File: src/rtl/data_mem_lsu.sv
// Load/store unit in front of a word-wide synchronous RAM with 1-cycle read latency.
// Handles byte/half/word lanes and sign/zero extension, and splits word-crossing accesses into two RAM cycles.
module data_mem_lsu #(
  parameter int ADDR_WIDTH  = 32,
  parameter bit MISALIGN_EN = 1'b1
) (
  input  logic                  clk_i,
  input  logic                  rst_n_i,
  input  logic                  req_i,
  input  logic                  memWrite_en_i,
  input  logic [1:0]            memType_i,
  input  logic                  memSign_i,
  input  logic [ADDR_WIDTH-1:0] addr_i,
  input  logic [31:0]           wdata_i,
  output logic                  stall_o,
  output logic                  done_o,
  output logic [31:0]           rdata_o,
  output logic                  misalign_o,
  output logic [ADDR_WIDTH-3:0] ram_addr_o,
  output logic                  ram_we_o,
  output logic [3:0]            ram_be_o,
  output logic [31:0]           ram_wdata_o,
  input  logic [31:0]           ram_rdata_i
);

  localparam int WW = ADDR_WIDTH - 2;

  localparam logic [2:0] S_IDLE = 3'd0;
  localparam logic [2:0] S_RD0  = 3'd1;
  localparam logic [2:0] S_RD1  = 3'd2;
  localparam logic [2:0] S_WR1  = 3'd3;
  localparam logic [2:0] S_RESP = 3'd4;

  logic [2:0]    r_state;
  logic [2:0]    w_state_nxt;
  logic [WW-1:0] r_addr_word;
  logic [WW-1:0] w_addr_inc;
  logic [1:0]    r_off;
  logic [1:0]    r_type;
  logic          r_sign;
  logic          r_cross;
  logic          r_misalign;
  logic [3:0]    r_be_hi;
  logic [31:0]   r_wdata_hi;
  logic [31:0]   r_buf;
  logic [31:0]   r_rdata;

  logic [1:0]    w_off;
  logic          w_cross;
  logic          w_illegal;
  logic          w_reject;
  logic [7:0]    w_mask8;
  logic [7:0]    w_be8;
  logic [63:0]   w_wd64;

  // Shift the selected lanes of a two-word window down to bit 0 and extend.
  function automatic logic [31:0] f_extend(input logic [63:0] pair, input logic [1:0] off,
                                           input logic [1:0] typ, input logic sgn);
    logic [63:0] sh;
    sh = pair >> {off, 3'b000};
    case (typ)
      2'b01:   f_extend = {{24{sgn & sh[7]}}, sh[7:0]};
      2'b10:   f_extend = {{16{sgn & sh[15]}}, sh[15:0]};
      default: f_extend = sh[31:0];
    endcase
  endfunction

  assign w_off      = addr_i[1:0];
  assign w_cross    = ((memType_i == 2'b10) && (w_off == 2'd3)) ||
                      ((memType_i == 2'b00) && (w_off != 2'd0));
  assign w_illegal  = (memType_i == 2'b11);
  assign w_reject   = w_illegal || (w_cross && !MISALIGN_EN);
  assign w_be8      = w_mask8 << w_off;
  assign w_wd64     = {32'h0000_0000, wdata_i} << {w_off, 3'b000};
  assign w_addr_inc = r_addr_word + {{(WW-1){1'b0}}, 1'b1};

  assign done_o     = (r_state == S_RESP);
  assign misalign_o = (r_state == S_RESP) && r_misalign;
  assign rdata_o    = r_rdata;

  // Lane mask for the access size before shifting by the byte offset.
  always_comb begin
    case (memType_i)
      2'b00:   w_mask8 = 8'h0F;
      2'b01:   w_mask8 = 8'h01;
      2'b10:   w_mask8 = 8'h03;
      default: w_mask8 = 8'h00;
    endcase
  end

  // Next state and RAM-side strobes; the first RAM cycle is driven straight from the request.
  always_comb begin
    w_state_nxt = r_state;
    stall_o     = 1'b0;
    ram_addr_o  = '0;
    ram_we_o    = 1'b0;
    ram_be_o    = 4'b0000;
    ram_wdata_o = 32'h0000_0000;
    case (r_state)
      S_IDLE: begin
        if (req_i) begin
          stall_o    = 1'b1;
          ram_addr_o = addr_i[ADDR_WIDTH-1:2];
          if (w_reject) begin
            w_state_nxt = S_RESP;
          end else if (memWrite_en_i) begin
            ram_we_o    = 1'b1;
            ram_be_o    = w_be8[3:0];
            ram_wdata_o = w_wd64[31:0];
            w_state_nxt = w_cross ? S_WR1 : S_RESP;
          end else begin
            w_state_nxt = S_RD0;
          end
        end else begin
          w_state_nxt = S_IDLE;
        end
      end
      S_RD0: begin
        stall_o     = 1'b1;
        ram_addr_o  = r_cross ? w_addr_inc : r_addr_word;
        w_state_nxt = r_cross ? S_RD1 : S_RESP;
      end
      S_RD1: begin
        stall_o     = 1'b1;
        ram_addr_o  = w_addr_inc;
        w_state_nxt = S_RESP;
      end
      S_WR1: begin
        stall_o     = 1'b1;
        ram_addr_o  = w_addr_inc;
        ram_we_o    = 1'b1;
        ram_be_o    = r_be_hi;
        ram_wdata_o = r_wdata_hi;
        w_state_nxt = S_RESP;
      end
      S_RESP: begin
        w_state_nxt = S_IDLE;
      end
      default: begin
        w_state_nxt = S_IDLE;
      end
    endcase
  end

  // State register, request latch and load-result assembly.
  always_ff @(posedge clk_i or negedge rst_n_i) begin
    if (!rst_n_i) begin
      r_state     <= S_IDLE;
      r_addr_word <= '0;
      r_off       <= 2'b00;
      r_type      <= 2'b00;
      r_sign      <= 1'b0;
      r_cross     <= 1'b0;
      r_misalign  <= 1'b0;
      r_be_hi     <= 4'b0000;
      r_wdata_hi  <= 32'h0000_0000;
      r_buf       <= 32'h0000_0000;
      r_rdata     <= 32'h0000_0000;
    end else begin
      r_state <= w_state_nxt;
      case (r_state)
        S_IDLE: begin
          if (req_i) begin
            r_addr_word <= addr_i[ADDR_WIDTH-1:2];
            r_off       <= w_off;
            r_type      <= memType_i;
            r_sign      <= memSign_i;
            r_cross     <= w_cross;
            r_misalign  <= w_cross && !MISALIGN_EN;
            r_be_hi     <= w_be8[7:4];
            r_wdata_hi  <= w_wd64[63:32];
          end
        end
        S_RD0: begin
          r_buf <= ram_rdata_i;
          if (!r_cross) begin
            r_rdata <= f_extend({32'h0000_0000, ram_rdata_i}, r_off, r_type, r_sign);
          end
        end
        S_RD1: begin
          r_rdata <= f_extend({ram_rdata_i, r_buf}, r_off, r_type, r_sign);
        end
        S_RESP: begin
          r_misalign <= 1'b0;
        end
        default: begin
          r_misalign <= r_misalign;
        end
      endcase
    end
  end

endmodule

File: config.mk
export PLATFORM = sky130hd
export DESIGN_NAME = data_mem_lsu
export DESIGN_NICKNAME = d
export VERILOG_FILES = /design/src/rtl/data_mem_lsu.sv
export SDC_FILE = /design/constraint.sdc
export NUM_CORES = 1
export LEC_CHECK = 0
export ABC_AREA = 1
export BUFFER_PORTS_ARGS = -buffer_cell sky130_fd_sc_hd__buf_2
export CAP_MARGIN = 20
export CORE_ASPECT_RATIO = 1.25
export CORE_UTILIZATION = 25
export CTS_CLUSTER_DIAMETER = 150
export DETAILED_ROUTE_END_ITERATION = 8
export SLEW_MARGIN = 20
export SYNTH_ARGS = -nofsm -noshare
export SYNTH_HDL_FRONTEND = slang
export SYNTH_SLANG_ARGS = --single-unit
File: constraint.sdc
create_clock -name clk_i -period 1.6 [get_ports clk_i]
set_input_delay 0 -clock clk_i [delete_from_list [all_inputs] [get_ports clk_i]]
set_output_delay 0 -clock clk_i [all_outputs]
set_load 0.02 [all_outputs]
==> metrics.txt <==
Core Region=35,360 um2; Crit. End Element=output port; area occupied by multi-input gates=6307 um2; yosys warns=0; final critical-path setup slack=-0.4405 ns; CP required=1.60 ns; synthesized instance count=1,402; Synth area leaders=dfrtp_1 (36%), nand2_1 (22%), o21ai_0 (9.3%); Post-synth EDFFs=0; Max Cap Viol=0; Worst VDD drop=0.8233 mV; number of nets with antenna violations after routing=0; DRT Pass-1 Iters=8; Hold Crit Class=in2async; die height=213.6 um; Yosys reg bits=130; CP max FO=7; H-tree Lvls=4; pwr dens=1501 nW/um2; fill count=3,481; syn nets=1,508; top cell type's share of synthesized area=36.31%; pins over their slew limit=0; synth cell count leaders=nand2_1 (534), o21ai_0 (166), inv_1 (148); total power=0.02351 W; skew final=0.01141 ns; TritonCTS clock tree=yes; number of DRC markers in iteration 0=1,052; FMAX=490.1 MHz; post-route insts no fill=2,290; count of cell types in the netlist=40; gr ovfl total=0; Leak=7.598 nW; vias in the first global route=10,950; final setup fails=88; first-pass GRT wire length=56.95 mm; final wirelength=39.18 mm; RSZ-0062 raised after global routing=yes; fraction of layout cells with a size suffix above 1=39.66%; Layout area overhead=74.85%; clock buffer depth=2; register area share after synthesis=36.31%; Clock Latency Late Sink=0.43 ns; Period minus WS final=2.041 ns; Layout Utilization=44.30%; Die Area=36,600 um2; Tot GR Track Use=20.04%; Seq. cell area=3264 um2; initial antenna violation count=3; Nets=1,906; Clk pin slew, worst setup/hold paths=0.06 ns; main flop type after synthesis=dfrtp_1; Final Hold Fails=0; Syn Area/Cell=6.390 um2; largest net degree at the start of global routing=56; Post-Synthesis Cell Area=8959 um2; average routed wire per standard cell=17.11 um; DP HPWL=25.19 mm; io pins=205; Initial Utilization=25.34%; Die Wd=171.3 um; Vias=11,300; CTS buffer count=17; status=complete, but fails checks; ys async rst share=100.0%; period utilization=127.5%; failing checks=setup timing; dpl cells=2,102; # rows=77; Yosys top cell by area=dfrtp_1; CTS sink count=130; Port Buffers=203; Via density=4.934; Worst EP arrival=2.04 ns; element type at the critical path start=flop; Worst Path Class, Setup=reg2out; cell with the most instances after synthesis=nand2_1; Root Buffer=clkbuf_16; drt drc=0; GP Congestion=0.9389
==> worst paths after layout <==
path,from,end,slack (ns),cells past startpoint
max in group asynchronous,rst_n_i,r_wdata_hi[20]$_DFFE_PN0P_,1.04,3
min in group clk_i,addr_i[1],r_wdata_hi[5]$_DFFE_PN0P_,0.05,4
min reg2reg,r_buf[6]$_DFFE_PN0P_,r_buf[6]$_DFFE_PN0P_,0.48,2
max reg2reg,r_off[0]$_DFFE_PN0P_,rdata_o[11]$_DFFE_PN0P_,-0.11,9
max,r_state[2]$_DFF_PN0_,ram_addr_o[14],-0.44,10
min,rst_n_i,r_wdata_hi[9]$_DFFE_PN0P_,0.03,2
==> registers in the layout, indices dropped and copies added, names as in the netlist, 2 cells and up <==
signal and count:
r_addr_word 30, r_state 3, r_type 2, r_off 2
r_buf 32, r_wdata_hi 24, r_be_hi 3, rdata_o 32
==> cell usage in the layout, fill, tap and decap left out, types with 10 or more instances in the layout <==
cell type,instances
a31oi_1,15
dlygate4sd3_1,87
buf_2,139
o22ai_4,16
inv_2,29
buf_6,89
nor2_4,16
o21ai_2,39
nor2_1,37
inv_1,127
clkbuf_16,23
nand3_2,32
o22ai_1,10
nand2_1,414
o21ai_0,108
nand3_4,17
buf_8,11
o211ai_1,30
nand2_4,44
nand3_1,82
buf_12,24
dfrtp_1,123
o21ai_4,10
buf_4,89
o21ai_1,26
nand2_2,78
==> critical path: stages, from the launching register on <==
cell	delay, ns
dfrtp_1	0.43
inv_2	0.10
nand4_4	0.13
buf_8	0.18
inv_12	0.08
buf_12	0.14
nand2_1	0.12
o21ai_0	0.13
inv_1	0.08
nand2_1	0.09
buf_6	0.12
==> area by class of cell <==
type	count	area share (%)
multi-input cells	1029	40.27
repair buffers	452	26.97
flip-flops and latches	130	20.84
inverters	168	4.353
well taps	474	3.786
clock buffers	22	2.900
clock inverters	10	0.7029
repair inverters	2	0.1278
diodes	3	0.04793
==> metal layers <==
layer | up-vias | GRT usage, % | part of all wire [%]
li1 | 5320 | - | -
met1 | 5374 | 23.45 | 40
met2 | 477 | 35.67 | 50
met3 | 128 | 3.230 | 5.6
met4 | 0 | 9.206 | 4.3
met5 | - | 0 | 0
==> through the flow <==
stage                     hold WS, ns  area, um2  TNS [ns]  setup WS [ns]
after detailed placement     -0.06870      11140   -0.4040       -0.05580
after floorplan               -0.2956       8974         0        0.03505
after global placement       -0.07275      11140   -0.4997       -0.07581
after CTS                     0.01879      14030    -16.71        -0.3952
after global routing          0.03549      15660    -27.50        -0.5416
final                         0.02561      15660    -20.02        -0.4405
==> report_power, final <==
group	internal, W	total (W)	switching, W
sequential	0.00458	0.00571	0.00113
combinational	0.00584	0.0139	0.00807
clock	0.00233	0.00389	0.00156
==> cell families (layout without fill, tap and decap cells) <==
group / after synthesis / in the layout / synth area share [%]
fa+ha+maj: 3 / 3 / 0.4190
buf+inv: 244 / 654 / 11.19
other cells: 1 / 4 / 0.04186
flops: 130 / 130 / 36.31
mux: 2 / 2 / 0.2235
compound gates: 263 / 263 / 16.33
simple gates: 754 / 755 / 35.00
xor+xnor: 5 / 5 / 0.4888
==> repair_timing <==
item / 4_1_cts / 5_1_grt
gates resized for setup: 302 / 366
hold buffers: 87 / 0
setup buffers: 21 / 26
pin swaps: 24 / 87
setup endpoints to repair: 69 / 127
gates cloned: 8 / 13
hold endpoints to repair: 226 / 0
(Power assumes the default switching activity.)
